File: src/rtl/grid_env_step_if.sv
// Handshake bundle between the action selector, the grid step block and the Q-update stage.
// The slave side is the step block; the master side is its environment.
interface grid_env_step_if;
    logic       act_valid;
    logic       act_ready;
    logic [1:0] action;
    logic       out_valid;
    logic       out_ready;
    logic [2:0] row;
    logic [2:0] col;
    logic [1:0] out_action;
    logic [2:0] next_row;
    logic [2:0] next_col;
    logic [7:0] reward;
    logic       done;

    modport master (
        output act_valid,
        output action,
        output out_ready,
        input  act_ready,
        input  out_valid,
        input  row,
        input  col,
        input  out_action,
        input  next_row,
        input  next_col,
        input  reward,
        input  done
    );

    modport slave (
        input  act_valid,
        input  action,
        input  out_ready,
        output act_ready,
        output out_valid,
        output row,
        output col,
        output out_action,
        output next_row,
        output next_col,
        output reward,
        output done
    );
endinterface

File: src/rtl/grid_env_step.sv
// Grid-world environment step: accepts one action, registers the resulting transition,
// and holds it until the Q-update stage consumes it, then commits the move.
module grid_env_step #(
    parameter int unsigned ROWS        = 5,
    parameter int unsigned COLS        = 5,
    parameter int unsigned START_ROW   = 0,
    parameter int unsigned START_COL   = 0,
    parameter int unsigned GOAL_ROW    = 4,
    parameter int unsigned GOAL_COL    = 4,
    parameter int unsigned GOAL_REWARD = 100,
    parameter int unsigned STEP_REWARD = 1,
    parameter int unsigned WALL_REWARD = 0,
    parameter int unsigned MAX_STEPS   = 31
) (
    input  logic                 clk,
    input  logic                 rst,
    input  logic                 clear,
    grid_env_step_if.slave       bus,
    output logic [2:0]           cur_row,
    output logic [2:0]           cur_col,
    output logic [7:0]           step_count,
    output logic [15:0]          episode_count
);

    localparam logic [2:0] RowMax   = 3'(ROWS - 1);
    localparam logic [2:0] ColMax   = 3'(COLS - 1);
    localparam logic [2:0] StartRow = 3'(START_ROW);
    localparam logic [2:0] StartCol = 3'(START_COL);
    localparam logic [2:0] GoalRow  = 3'(GOAL_ROW);
    localparam logic [2:0] GoalCol  = 3'(GOAL_COL);
    localparam logic [7:0] GoalRew  = 8'(GOAL_REWARD);
    localparam logic [7:0] StepRew  = 8'(STEP_REWARD);
    localparam logic [7:0] WallRew  = 8'(WALL_REWARD);
    localparam logic [8:0] StepLim  = 9'(MAX_STEPS);

    typedef enum logic {StReady, StHold} state_e;

    state_e state_q, state_d;

    logic [2:0]  row_q, col_q, next_row_q, next_col_q;
    logic [1:0]  action_q;
    logic [7:0]  reward_q;
    logic        done_q;
    logic [2:0]  cur_row_q, cur_col_q;
    logic [7:0]  step_count_q;
    logic [15:0] episode_count_q;

    logic        accept, commit;
    logic [2:0]  mv_row, mv_col;
    logic        mv_blocked, mv_goal, mv_done;
    logic [7:0]  mv_reward;

    // clear masks both handshakes so a coinciding accept or commit is dropped
    assign accept = (state_q == StReady) && bus.act_valid && !clear;
    assign commit = (state_q == StHold) && bus.out_ready && !clear;

    // FSM state register
    always_ff @(posedge clk or posedge rst) begin
        if (rst) begin
            state_q <= StReady;
        end else begin
            state_q <= state_d;
        end
    end

    // FSM next state
    always_comb begin
        state_d = state_q;
        if (clear) begin
            state_d = StReady;
        end else begin
            case (state_q)
                StReady: if (bus.act_valid) state_d = StHold;
                StHold:  if (bus.out_ready) state_d = StReady;
                default: state_d = StReady;
            endcase
        end
    end

    // FSM outputs
    always_comb begin
        bus.act_ready = (state_q == StReady);
        bus.out_valid = (state_q == StHold);
    end

    // Move evaluation from the committed position; edge moves stay in place
    always_comb begin
        mv_row     = cur_row_q;
        mv_col     = cur_col_q;
        mv_blocked = 1'b0;
        case (bus.action)
            2'd0: begin
                if (cur_row_q == 3'd0) mv_blocked = 1'b1;
                else                   mv_row = cur_row_q - 3'd1;
            end
            2'd1: begin
                if (cur_row_q >= RowMax) mv_blocked = 1'b1;
                else                     mv_row = cur_row_q + 3'd1;
            end
            2'd2: begin
                if (cur_col_q == 3'd0) mv_blocked = 1'b1;
                else                   mv_col = cur_col_q - 3'd1;
            end
            default: begin
                if (cur_col_q >= ColMax) mv_blocked = 1'b1;
                else                     mv_col = cur_col_q + 3'd1;
            end
        endcase

        mv_goal = (mv_row == GoalRow) && (mv_col == GoalCol);

        if (mv_goal)         mv_reward = GoalRew;
        else if (mv_blocked) mv_reward = WallRew;
        else                 mv_reward = StepRew;

        mv_done = mv_goal || (({1'b0, step_count_q} + 9'd1) == StepLim);
    end

    // Transition and episode datapath
    always_ff @(posedge clk or posedge rst) begin
        if (rst) begin
            row_q           <= 3'd0;
            col_q           <= 3'd0;
            action_q        <= 2'd0;
            next_row_q      <= 3'd0;
            next_col_q      <= 3'd0;
            reward_q        <= 8'd0;
            done_q          <= 1'b0;
            cur_row_q       <= StartRow;
            cur_col_q       <= StartCol;
            step_count_q    <= 8'd0;
            episode_count_q <= 16'd0;
        end else if (clear) begin
            row_q        <= 3'd0;
            col_q        <= 3'd0;
            action_q     <= 2'd0;
            next_row_q   <= 3'd0;
            next_col_q   <= 3'd0;
            reward_q     <= 8'd0;
            done_q       <= 1'b0;
            cur_row_q    <= StartRow;
            cur_col_q    <= StartCol;
            step_count_q <= 8'd0;
        end else begin
            if (accept) begin
                row_q      <= cur_row_q;
                col_q      <= cur_col_q;
                action_q   <= bus.action;
                next_row_q <= mv_row;
                next_col_q <= mv_col;
                reward_q   <= mv_reward;
                done_q     <= mv_done;
            end
            if (commit) begin
                if (done_q) begin
                    cur_row_q       <= StartRow;
                    cur_col_q       <= StartCol;
                    step_count_q    <= 8'd0;
                    episode_count_q <= episode_count_q + 16'd1;
                end else begin
                    cur_row_q    <= next_row_q;
                    cur_col_q    <= next_col_q;
                    step_count_q <= step_count_q + 8'd1;
                end
            end
        end
    end

    assign bus.row        = row_q;
    assign bus.col        = col_q;
    assign bus.out_action = action_q;
    assign bus.next_row   = next_row_q;
    assign bus.next_col   = next_col_q;
    assign bus.reward     = reward_q;
    assign bus.done       = done_q;

    assign cur_row       = cur_row_q;
    assign cur_col       = cur_col_q;
    assign step_count    = step_count_q;
    assign episode_count = episode_count_q;

    // A stalled transition must not change under the consumer
    hold_stable: assert property (@(posedge clk) disable iff (rst)
        (state_q == StHold && !bus.out_ready && !clear) |=>
        (state_q == StHold &&
         $stable({row_q, col_q, action_q, next_row_q, next_col_q, reward_q, done_q})));

    pos_in_grid: assert property (@(posedge clk) disable iff (rst)
        (cur_row_q <= RowMax) && (cur_col_q <= ColMax));

endmodule

File: src/flat_wrapper.sv
// flat-port wrapper written by rule: the top's interface ports become plain ports
module grid_env_step_flat 
#(
    parameter int unsigned ROWS        = 5,
    parameter int unsigned COLS        = 5,
    parameter int unsigned START_ROW   = 0,
    parameter int unsigned START_COL   = 0,
    parameter int unsigned GOAL_ROW    = 4,
    parameter int unsigned GOAL_COL    = 4,
    parameter int unsigned GOAL_REWARD = 100,
    parameter int unsigned STEP_REWARD = 1,
    parameter int unsigned WALL_REWARD = 0,
    parameter int unsigned MAX_STEPS   = 31
)
  (clk, rst, clear, cur_row, cur_col, step_count, episode_count, bus_act_valid, bus_action, bus_out_ready, bus_act_ready, bus_out_valid, bus_row, bus_col, bus_out_action, bus_next_row, bus_next_col, bus_reward, bus_done);
  grid_env_step_if bus_i ();
  input  logic clk;
  input  logic rst;
  input  logic clear;
  output logic [2:0] cur_row;
  output logic [2:0] cur_col;
  output logic [7:0] step_count;
  output logic [15:0] episode_count;
  input wire logic [$bits(bus_i.act_valid)-1:0] bus_act_valid;
  input wire logic [$bits(bus_i.action)-1:0] bus_action;
  input wire logic [$bits(bus_i.out_ready)-1:0] bus_out_ready;
  output wire logic [$bits(bus_i.act_ready)-1:0] bus_act_ready;
  output wire logic [$bits(bus_i.out_valid)-1:0] bus_out_valid;
  output wire logic [$bits(bus_i.row)-1:0] bus_row;
  output wire logic [$bits(bus_i.col)-1:0] bus_col;
  output wire logic [$bits(bus_i.out_action)-1:0] bus_out_action;
  output wire logic [$bits(bus_i.next_row)-1:0] bus_next_row;
  output wire logic [$bits(bus_i.next_col)-1:0] bus_next_col;
  output wire logic [$bits(bus_i.reward)-1:0] bus_reward;
  output wire logic [$bits(bus_i.done)-1:0] bus_done;
  assign bus_i.act_valid = bus_act_valid;
  assign bus_i.action = bus_action;
  assign bus_i.out_ready = bus_out_ready;
  assign bus_act_ready = bus_i.act_ready;
  assign bus_out_valid = bus_i.out_valid;
  assign bus_row = bus_i.row;
  assign bus_col = bus_i.col;
  assign bus_out_action = bus_i.out_action;
  assign bus_next_row = bus_i.next_row;
  assign bus_next_col = bus_i.next_col;
  assign bus_reward = bus_i.reward;
  assign bus_done = bus_i.done;
  grid_env_step #(.ROWS(ROWS), .COLS(COLS), .START_ROW(START_ROW), .START_COL(START_COL), .GOAL_ROW(GOAL_ROW), .GOAL_COL(GOAL_COL), .GOAL_REWARD(GOAL_REWARD), .STEP_REWARD(STEP_REWARD), .WALL_REWARD(WALL_REWARD), .MAX_STEPS(MAX_STEPS)) u_core (.clk(clk), .rst(rst), .clear(clear), .bus(bus_i), .cur_row(cur_row), .cur_col(cur_col), .step_count(step_count), .episode_count(episode_count));
endmodule
File: config.mk
export PLATFORM = sky130hd
export DESIGN_NAME = grid_env_step_flat
export DESIGN_NICKNAME = d
export VERILOG_FILES = /design/src/rtl/grid_env_step_if.sv /design/src/rtl/grid_env_step.sv /design/src/flat_wrapper.sv
export SDC_FILE = /design/constraint.sdc
export NUM_CORES = 1
export LEC_CHECK = 0
export ABC_AREA = 1
export BUFFER_PORTS_ARGS = -buffer_cell sky130_fd_sc_hd__buf_2
export CAP_MARGIN = 20
export CORE_MARGIN = 1.5
export CORE_UTILIZATION = 45
export CTS_CLUSTER_SIZE = 10
export DETAILED_ROUTE_END_ITERATION = 8
export PLACE_DENSITY_LB_ADDON = 0.15
export SLEW_MARGIN = 25
export SYNTH_ARGS = -nofsm -noshare
export SYNTH_HDL_FRONTEND = slang
export SYNTH_SLANG_ARGS = --single-unit
File: constraint.sdc
create_clock -name clk -period 2.2 [get_ports clk]
set_input_delay 0.11 -clock clk [delete_from_list [all_inputs] [get_ports clk]]
set_output_delay 0.11 -clock clk [all_outputs]
set_load 0.01 [all_outputs]
==> results.md, run 1 <==
- After detailed routing, the number of remaining DRC violations is 0.
- The pin count of the biggest net entering global routing is 49.
- Clock-pin slew was measured on the worst setup and hold paths at 0.10 ns.
- During I/O placement, the number of pins put on the boundary was 62.
- The count of TritonRoute iterations in the first routing pass is 4.
- The fraction of power consumed by sequential logic is 56.8%.
- Ranked by total cell area, the synthesized netlist is headed by dfrtp_1 (47%), nand2_1 (12%), inv_1 (5.8%).
- Relative to the synthesized area, the layout overhead comes to 17.7%.
- The async set or reset register ratio after synthesis is 100%.
- The number of pins exceeding their max-slew limit in the final report came to 0.
- The library cell occupying the most area in the post-synthesis netlist is dfrtp_1.
- The type of destination of the critical path is a flop.
- The buffer cell driving the clock tree root is clkbuf_8.
- Summing the sequential cell areas from Yosys gives 47.4% of the chip area.
- The via count of the first global-routing pass is 1990.
- The clock arrives with 0.00972 ns of skew.
- The placeable core area is 5470 um^2.
- The clock network burns 35.3% of the power.
- By count the netlist is led by nand2_1 (79), dfrtp_1 (48), inv_1 (39).
- Data arrives at the worst endpoint at 1.85 ns.
- The most instantiated library cell after synthesis is nand2_1.
- The effective utilization at floorplan is 46.3%.
- The most instantiated flip-flop cell in the synthesis netlist is dfrtp_1.
- From left edge to right edge, the die measures 78.0 um.
- The number of clock buffers inserted by TritonCTS is 5.
- The number of DRC violations after detailed-routing iteration 0 is 167.
- The count of vias placed by the detailed router is 2159.
- In this run, synthesis inferred 0 flip-flops with an integrated enable.
- In this run the remaining antenna-violating nets after routing total 0.
- In this run the tightest slew margin relative to its limit is 58.4%.
- For this run, the top clock speed supported by timing is 621 MHz.
- The final count of negative-setup-slack endpoints is 0.
- For this design the static power due to leakage is 1.61 nW.
- The clock passes through at most 2 buffers.
- The switching share of power is 25.6%.
- The mean instance size in the synthesized netlist is 8.36 um^2.
- 0 antenna diodes ended up in the layout.
- The maximum vdd ir drop is 0.305 mV.
- The number of cells after detailed placement is 428.
- The total power of the final layout is 1.59 mW.
- The die is 78.0 um tall.
- The part of the power in combinational logic is 7.9%.
- For this run, the number of Yosys warnings is 0.
- Summed over all nets, the half-perimeter wirelength after detailed placement is 3970 um.
- The final count of hold timing violations is 0.
- The number of cells produced by synthesis is 303.
- Global routing used 19.1% of the available tracks across all layers.
- The initial antenna violation count came to 0.
- In this run, synthesis produced a sequential element count of 48.
- For the final routed database, the setup TNS stands at 0 ns.
- The run finished with clean final reports.
- The insertion delay to the later sink of the worst-skew pair is 0.30 ns.
- The number of cells traversed by the worst hold path is 3.
- The global-route wire length before repair is 9250 um.
- The internal power of the cells totals 1.19 mW.
- Of the post-synthesis cell area, the dominant cell type holds 47.4%.
- The share of layout cells above drive strength 1 is 21.4%.
- The worst path needs 1.61 ns of the cycle, external delays included.
- Setup repair after global routing left no endpoint under its margin.
- The sort of element at the start of the critical path is a flop.
- The post-CTS setup repair buffer count is 0.
- The post-route clock period utilization is 73.2%.
- The port buffer count is 57.
- The kind of critical path is reg -> reg.
- Dividing the detail-routed via count by the number of cells gives 4.94.
- The clock tree from TritonCTS is built.
- Of all nets on the critical path, the largest fanout is 5.
- The H-tree generated during clock tree synthesis spans 2 levels.
- In the final routed layout, each cell accounts on average for 12.6 um.
- The non-filler instance count after layout is 437.
- The final layout contains 380 nets.
- Yosys mapped the design onto 25 distinct sky130hd cell types.
- The total routed wirelength is 5490 um.
- At the end of routability-driven placement, the weighted congestion stood at 0.846.
- The worst hold-check path type is in -> reg.
- Dividing total power by cell area gives a power density of 535 nW/um^2.
- The number of standard-cell rows in the floorplan is 27.
- The actual transition at the worst max-transition pin is 0.623 ns.
- Gates resized during post-CTS repair numbered 0.
- Counting cells, the worst reg-to-reg path comes to 8.
- The summed instance area of the synthesized netlist is 2530 um^2.
- The clock sink count is 48.
- Max-cap violations in this run came to 0.
- The switching power of the nets is 0.408 mW.
- The floorplan step defined a die boundary enclosing 6090 um^2.
- Global routing finished with a remaining overflow of 0.
- The required time of the critical path is 2.44 ns.
==> cells by family (layout without fill, tap and decap cells) <==
group	Yosys count	after routing	synth area share (%)
compound gates	33	33	7.11
xor+xnor	15	15	5.19
fa+ha+maj	9	9	4.45
buf+inv	49	108	8.30
flops	48	48	47.4
other cells	1	4	0.148
simple gates	148	148	27.4
==> final timing paths <==
path / from / end / slack [ns]
worst max-delay path: u_core.cur_row[0] / u_core.bus.done / 0.59
worst min-delay path: bus_act_valid / u_core.bus.out_valid / 0.07
worst max register to register: u_core.cur_row[0] / u_core.bus.done / 0.59
worst min register to register: u_core.bus.row[2] / u_core.bus.row[2] / 0.48
max in group asynchronous: rst / u_core.bus.next_col[2] / 1.26
min in group asynchronous: rst / u_core.episode_count[7] / 0.52
==> routing by layer <==
metal | part of all wire (%) | up-vias | track usage, % | wire length (um)
met4 | 0.49 | 0 | 7.14 | 27
met3 | 5.0 | 2 | 3.14 | 276
met5 | 0 | - | 0 | 0
met2 | 47 | 51 | 31.0 | 2610
li1 | - | 1093 | - | -
met1 | 47 | 1013 | 25.8 | 2580
==> sequential cells by signal, summed over array words and instances (netlist names), 3 cells and up <==
register              cells
u_core.bus.next_row       3
u_core.episode_count     16
u_core.step_count         8
u_core.cur_col            3
u_core.cur_row            3
u_core.bus.next_col       3
u_core.bus.row            3
u_core.bus.col            3
==> stage by stage <==
step,utilization (%),instance area [um^2],hold slack (ns),setup slack (ns)
final,54.5,2980,0.0725,0.590
after global routing,54.5,2980,0.0982,0.417
after CTS,54.5,2980,0.0671,0.606
after detailed placement,52.5,2870,0.311,0.621
after global placement,52.5,2870,0.313,0.666
after floorplan,-,2540,0.248,0.686
==> placed cells by master, fill, tap and decap left out, types with 2 or more instances in the layout <==
master,count
nor2_4,2
nor2_1,22
o21ai_0,23
dfrtp_1,48
conb_1,4
xnor2_1,6
o22ai_1,8
inv_2,2
nand2_1,79
clkbuf_8,6
buf_2,57
or2_2,2
nor3_4,2
nor3_1,4
nand4_1,7
xor2_1,9
ha_1,9
inv_1,38
buf_4,2
nand3_1,26
==> area by class of cell <==
cell class                      count  area, um^2
Multi-Input combinational cell    209        1130
Tap cell                           72        90.1
Timing Repair Buffer               60         310
Fill cell                         567        2490
Clock buffer                        6        82.6
Sequential cell                    48        1200
Inverter                           40         150
Clock inverter                      2        13.8
==> power groups by stage <==
stage | Sequential [mW] | Combinational [mW] | Clock [mW]
detailed placement | 0.923 | 0.127 | 0
floorplan | 0.927 | 0.0775 | 0
finish | 0.905 | 0.126 | 0.563
global placement | 0.922 | 0.125 | 0
global route | 0.907 | 0.143 | 0.611
CTS | 0.905 | 0.128 | 0.585
==> critical path, stage by stage (launching register included) <==
cell	delay, ns
dfrtp_1	0.39
inv_1	0.11
ha_1	0.22
or2_2	0.29
nand3_1	0.07
nand2_1	0.07
nor2_1	0.14
nand4_1	0.16
nand3_1	0.10
==> repair_timing <==
item / in CTS / in global routing
hold buffers: 1 / 0
endpoints found under the setup margin: 0 / 0
hold endpoints to repair: 48 / 0
Power figures use the tool's default switching activity.
==> run 2: changes to the inputs <==
==> constraint.sdc (replaced) <==
create_clock -name clk -period 1.65 [get_ports clk]
set_input_delay 0.0825 -clock clk [delete_from_list [all_inputs] [get_ports clk]]
set_output_delay 0.0825 -clock clk [all_outputs]
set_load 0.01 [all_outputs]
==> results.md, run 2 (synthesis gave the netlist of run 1 again) <==
- The count of vias placed by the detailed router is 2214 (was 2159).
- The master of the slowest instance on the critical path is dfrtp_1 (unchanged).
- The final global-route overflow total came to 0 (unchanged).
- The switching power of the nets is 0.517 mW (was 0.408 mW).
- The detailed-route vias per instance is 4.99 (was 4.94).
- The cell seen most often among critical-path stages is nand3_1 (unchanged).
- The fraction of power consumed by sequential logic is 58.7% (was 56.8%).
- The number of cells after detailed placement came to 432 (was 428).
- The die width is 78.0 um (unchanged).
- The number of cells on the worst reg-to-reg path is 8 (unchanged).
- The buffer cell driving the clock tree root was clkbuf_8 (unchanged).
- The effective utilization at floorplan is 46.3% (unchanged).
- The clock tree buffer depth is 2 (unchanged).
- The total half-perimeter wirelength after legalization and detailed placement is 4050 um (was 3970 um).
- The via count of the first global-routing pass is 2031 (was 1990).
- The number of standard-cell rows in the floorplan is 27 (unchanged).
- The top fanout value on the critical path is 4 (was 5).
- The floorplan die area is 6090 um^2 (unchanged).
- The switching share of power is 25.2% (was 25.6%).
- The clock transition at the registers of the reported paths is 0.09 ns (was 0.10 ns).
- The kind of critical path is reg -> reg (unchanged).
- The clock sink count is 48 (unchanged).
- CP cell instances: inv_2, ha_2, or2_2, nand3_1, nand2_2, nor2_4, nand4_1, nand3_1 (was inv_1, ha_1, or2_2, nand3_1, nand2_1, nor2_1, nand4_1, nand3_1).
- The remaining routing DRC violations is 0 (unchanged).
- The placeable core area was 5470 um^2 (unchanged).
- The initial antenna violation count was 0 (unchanged).
- The total global-route track usage is 19.3% (was 19.1%).
- The type of destination of the critical path is a flop (unchanged).
- The number of primary I/O pins was 62 (unchanged).
- The top achievable clock speed is 631 MHz (was 621 MHz).
- The number of cells traversed by the worst hold path is 3 (unchanged).
- The final count of hold timing violations is 0 (unchanged).
- The total internal power was 1.54 mW (was 1.19 mW).
- The most common cell after layout, fill and taps aside is nand2_1 (unchanged).
- The worst hold-check path type is in -> reg (unchanged).
- The count of TritonRoute iterations in the first routing pass is 4 (unchanged).
- The final hold slack is 0.0289 ns (was 0.0725 ns).
- The sort of element at the start of the critical path is a flop (unchanged).
- The part of the power in combinational logic was 8.9% (was 7.9%).
- The floorplan die height is 78.0 um (unchanged).
- The max-cap check violation count is 0 (unchanged).
- The post-layout net count is 388 (was 380).
- The global-route wire length before repair came to 9280 um (was 9250 um).
- The required time of the critical path was 1.88 ns (was 2.44 ns).
- The non-filler instance count after layout is 444 (was 437).
- The setup TNS was 0 ns (unchanged).
- Top library cells by usage in the layout, fill and taps aside: nand2_1 (76), buf_2 (57), dfrtp_1 (48) (was nand2_1 (79), buf_2 (57), dfrtp_1 (48)).
- The area added between synthesis and finish is 21.3% (was 17.7%).
- The routability congestion estimate from global placement is 0.868 (was 0.846).
- The number of antenna repair diodes is 0 (unchanged).
- The total routed wirelength was 5720 um (was 5490 um).
- The share of layout cells above drive strength 1 is 26.1% (was 21.4%).
- The final routed wire length divided by cell count is 12.9 um (was 12.6 um).
- The number of DRC violations after detailed-routing iteration 0 is 102 (was 167).
- The H-tree depth is 2 (unchanged).
- The insertion delay to the later sink of the worst-skew pair is 0.30 ns (about the same).
- The final period demand of the worst path is 1.59 ns (was 1.61 ns).
- The critical path's largest stage delay is 0.41 ns (was 0.39 ns).
- The final count of negative-setup-slack endpoints came to 0 (unchanged).
- The post-route clock period utilization is 96.1% (was 73.2%).
- The worst path arrival time is 1.82 ns (was 1.85 ns).
- Status: complete, no violations (unchanged).
- The static leakage was 1.65 nW (was 1.61 nW).
- The number of pins exceeding their max-slew limit in the final report is 0 (unchanged).
- The number of routed nets with antenna violations came to 0 (unchanged).
- The clock tree from TritonCTS was built (unchanged).
- The flip-flop count of the largest register after layout was 16 (unchanged).
- The worst setup skew after layout is 0.00642 ns (was 0.00972 ns).
- The pin count of the biggest net entering global routing is 49 (unchanged).
- The power density over the cells came to 669 nW/um^2 (was 535 nW/um^2).
- The share of total power in the clock network is 32.3% (was 35.3%).
- The maximum vdd ir drop is 0.427 mV (was 0.305 mV).
- The number of clock buffers inserted by TritonCTS is 5 (unchanged).
- The port buffer count is 57 (unchanged).
[run 2: changes by cell type in the layout (fill, tap and decap cells not counted), moves of 2 or more]
| cell | before | now |
|---|---|---|
| nand2_2 | 1 | 4 |
| nor2_2 | 0 | 2 |
| ha_1 | 9 | 6 |
| nor2_1 | 22 | 19 |
| ha_2 | 0 | 2 |
| nand2_1 | 79 | 76 |
| buf_4 | 2 | 9 |
| inv_2 | 2 | 6 |
| inv_1 | 38 | 34 |
[run 2: cell type report]
type,count,area [um^2]
inverters,40,150
multi-input cells,209,1170
clock buffers,6,72.6
fillers,552,2400
well taps,72,90.1
repair buffers,68,383
flip-flops and latches,48,1200
clock inverters,1,5.00
[run 2: worst paths after layout]
check | start | to | slack (ns)
setup reg to reg | u_core.cur_row[1] | u_core.bus.done | 0.06
hold reg to reg | u_core.bus.out_action[0] | u_core.bus.out_action[0] | 0.48
setup / recovery | u_core.cur_row[1] | u_core.bus.done | 0.06
hold / removal | bus_act_valid | u_core.bus.out_valid | 0.03
min in group asynchronous | rst | u_core.episode_count[4] | 0.37
max in group asynchronous | rst | u_core.cur_col[2] | 1.06
[run 2: power by group through the flow]
| stage | Combinational, mW | Sequential, mW | Clock (mW) |
|---|---|---|---|
| 2_1_floorplan | 0.103 | 1.24 | 0 |
| 3_5_place_dp | 0.176 | 1.23 | 0 |
| 3_3_place_gp | 0.176 | 1.23 | 0 |
| 5_1_grt | 0.205 | 1.21 | 0.725 |
| 6_report | 0.183 | 1.21 | 0.664 |
| 4_1_cts | 0.178 | 1.21 | 0.685 |
[run 2: critical path, delay by kind of cell (launching register included)]
kind,cells,cell delay (ns)
fa+ha+maj,1,0.17
buf+inv,1,0.07
flops,1,0.41
simple gates,6,0.87
[run 2: layer usage]
metal	global-route usage (%)	share of wire [%]
met1	26.5	45
met2	30.3	48
met3	3.26	5.5
met4	7.86	1.0
met5	0	0
[run 2: per-stage QoR]
step | utilization [%] | setup WS (ns) | instance area [um^2] | power (mW)
CTS | 54.9 | 0.0143 | 3000 | 2.07
floorplan | - | 0.136 | 2540 | 1.34
finish | 56.1 | 0.0649 | 3070 | 2.05
detailed placement | 53.3 | 0.0515 | 2920 | 1.41
global placement | 53.3 | 0.0724 | 2920 | 1.41
global route | 56.1 | -0.00141 | 3070 | 2.14
[run 2: repair_timing]
item | 4_1_cts | 5_1_grt
setup buffers | 0 | 4
resized for setup | 0 | 15
setup endpoints to repair | 0 | 3
hold buffers | 1 | 0
hold endpoints to repair | 48 | 0
==> run 3: changes to the inputs <==
==> constraint.sdc (replaced) <==
create_clock -name clk -period 1.65 [get_ports clk]
set_input_delay 0.0825 -clock clk [delete_from_list [all_inputs] [get_ports clk]]
set_output_delay 0.0825 -clock clk [all_outputs]
set_load 0.05 [all_outputs]
==> results.md, run 3 (synthesis gave the netlist of run 1 again) <==
- The floorplan die height is 78.0 um (unchanged).
- The number of standard-cell rows in the floorplan was 27 (unchanged).
- The global-route wire length before repair is 9670 um (was 9280 um).
- The max-cap check violation count is 0 (unchanged).
- The setup TNS is 0 ns (unchanged).
- The number of cells on the worst reg-to-reg path came to 8 (unchanged).
- The H-tree depth is 2 (unchanged).
- The total of fill cells in the finished design is 537 (was 552).
- Status: complete, no violations (unchanged).
- The post-layout net count came to 383 (was 388).
- The via count of the first global-routing pass was 2023 (was 2031).
- The number of cells traversed by the worst hold path is 3 (unchanged).
- The first element of the critical path is u_core.cur_row[0] (was u_core.cur_row[1]).
- The worst setup skew after layout was 0.00775 ns (was 0.00642 ns).
- The worst hold-check path type is in -> reg (unchanged).
- The source of the worst hold timing path was bus_act_valid (unchanged).
- The total routed wirelength is 5570 um (was 5720 um).
- The port buffer count came to 57 (unchanged).
- The number of antenna repair diodes came to 0 (unchanged).
- The clock sink count is 48 (unchanged).
- The clock tree buffer depth was 2 (unchanged).
- The total global-route track usage is 20.2% (was 19.3%).
- The number of DRC violations after detailed-routing iteration 0 is 111 (was 102).
- The final count of hold timing violations is 0 (unchanged).
- The sort of element at the start of the critical path was a flop (unchanged).
- The clock tree from TritonCTS was built (unchanged).
- The placed instance area is 2920 um^2 (about the same).
- The insertion delay to the later sink of the worst-skew pair is 0.30 ns (about the same).
- The cell area after layout is 3050 um^2 (was 3070 um^2).
- The count of vias placed by the detailed router is 2163 (was 2214).
- The end of the worst hold path is u_core.bus.out_valid (unchanged).
- The pin count of the biggest net entering global routing was 30 (was 49).
- The final routed wire length divided by cell count is 12.7 um (was 12.9 um).
- The total power of the final layout was 2.23 mW (was 2.05 mW).
- The number of pins exceeding their max-slew limit in the final report is 0 (unchanged).
- The die width came to 78.0 um (unchanged).
- The maximum vdd ir drop is 0.361 mV (was 0.427 mV).
- The end of the worst register-to-register path is u_core.bus.done (unchanged).
- The top fanout value on the critical path is 5 (was 4).
- The post-route clock period utilization is 95.3% (was 96.1%).
- The count of TritonRoute iterations in the first routing pass is 4 (unchanged).
- Top library cells by usage in the layout, fill and taps aside: nand2_1 (77), buf_2 (57), dfrtp_1 (42) (was nand2_1 (76), buf_2 (57), dfrtp_1 (48)).
- The effective utilization at floorplan was 46.3% (unchanged).
- The startpoint of the most critical register-to-register path was u_core.cur_row[0] (was u_core.cur_row[1]).
- The non-filler instance count after layout is 440 (was 444).
- The share of layout cells above drive strength 1 is 26.4% (was 26.1%).
- The final core utilization is 55.7% (was 56.1%).
- The final period demand of the worst path is 1.57 ns (was 1.59 ns).
- The worst path arrival time is 1.81 ns (was 1.82 ns).
- The kind of critical path is reg -> reg (unchanged).
- The total half-perimeter wirelength after legalization and detailed placement is 4130 um (was 4050 um).
- The initial antenna violation count was 0 (unchanged).
- The type of destination of the critical path was a flop (unchanged).
- The final global-route overflow total was 0 (unchanged).
- The routability congestion estimate from global placement came to 0.880 (was 0.868).
- The area added between synthesis and finish came to 20.4% (was 21.3%).
- Setup repair after global routing left no endpoint under its margin.
- The post-CTS setup repair buffer count is 0 (unchanged).
- The number of cells after detailed placement is 431 (was 432).
- The pre-CTS setup slack is 0.0786 ns (was 0.0515 ns).
- The number of clock buffers inserted by TritonCTS is 5 (unchanged).
- The smallest setup slack after layout is 0.0770 ns (was 0.0649 ns).
- The internal reg-to-reg setup slack is 0.08 ns (was 0.06 ns).
- The final hold slack is 0.0282 ns (was 0.0289 ns).
- The number of primary I/O pins is 62 (unchanged).
- The top achievable clock speed is 636 MHz (was 631 MHz).
- For the pin with the worst max-slew slack, the measured transition is 0.513 ns.
- The remaining routing DRC violations is 0 (unchanged).
- The final count of negative-setup-slack endpoints is 0 (unchanged).
- The required time of the critical path is 1.89 ns (was 1.88 ns).
- The static leakage is 1.62 nW (was 1.65 nW).
- The flip-flop count of the largest register after layout is 16 (unchanged).
- The detailed-route vias per instance was 4.92 (was 4.99).
- The clock transition at the registers of the reported paths is 0.09 ns (about the same).
- The floorplan die area is 6090 um^2 (unchanged).
- The placeable core area is 5470 um^2 (unchanged).
- Headroom to the max-slew limit came out at 65.7%.
- The buffer cell driving the clock tree root is clkbuf_8 (unchanged).
- The power density over the cells was 731 nW/um^2 (was 669 nW/um^2).
- The most common cell after layout, fill and taps aside is nand2_1 (unchanged).
- The number of routed nets with antenna violations was 0 (unchanged).
## run 3: changes by cell type in the layout (fill, tap and decap cells not counted)
cell,before,now
nand2_2,4,3
nor2_4,3,2
clkinv_2,1,0
clkinvlp_4,0,1
buf_4,9,4
nor2_2,2,3
clkbuf_8,5,7
inv_2,6,5
nand2_1,76,77
dfrtp_1,48,42
ha_4,1,0
dfrtp_2,0,6
ha_1,6,7
## run 3: layer usage
metal / track usage (%) / up-vias / wire length, um
met1: 28.5 / 1007 / 2650
met3: 4.42 / 7 / 265
met5: 0 / - / 0
li1: - / 1094 / -
met4: 6.79 / 0 / 68
met2: 31.0 / 55 / 2580
## run 3: power breakdown
| part | total, mW | internal [mW] | switching, mW |
|---|---|---|---|
| clock network | 0.763 | 0.383 | 0.380 |
| logic | 0.257 | 0.0564 | 0.200 |
| registers | 1.21 | 1.19 | 0.0162 |
## run 3: final cells by class
cell class / instances / area (um^2) / share of cell area [%]
clock buffer: 8 / 100 / 3.28
inverter: 40 / 154 / 5.05
multi-input combinational: 209 / 1150 / 37.7
sequential: 48 / 1210 / 39.7
tap: 72 / 90.1 / 2.96
timing repair buffer: 63 / 345 / 11.3
## run 3: worst max-delay path, cell delays in order (launching register included)
cell,delay (ns)
dfrtp_2,0.40
inv_2,0.07
ha_1,0.20
or2_2,0.29
nand3_1,0.07
nand2_1,0.08
nor2_2,0.12
nand4_1,0.17
nand3_1,0.11
## run 3: worst max-delay path by stage
stage / to / slack [ns] / cells past startpoint
finish: u_core.bus.done / 0.08 / 8
global route: u_core.bus.done / 0.003 / 10
CTS: u_core.bus.done / 0.05 / 8
detailed placement: u_core.bus.done / 0.08 / 8
global placement: u_core.bus.done / 0.08 / 8
floorplan: u_core.episode_count[12] / 0.008 / 8
## run 3: timing repair
action	CTS	global route
gates resized for setup	0	9
hold buffers	1	0
setup endpoints to repair	0	3
endpoints found under the hold margin	19	0
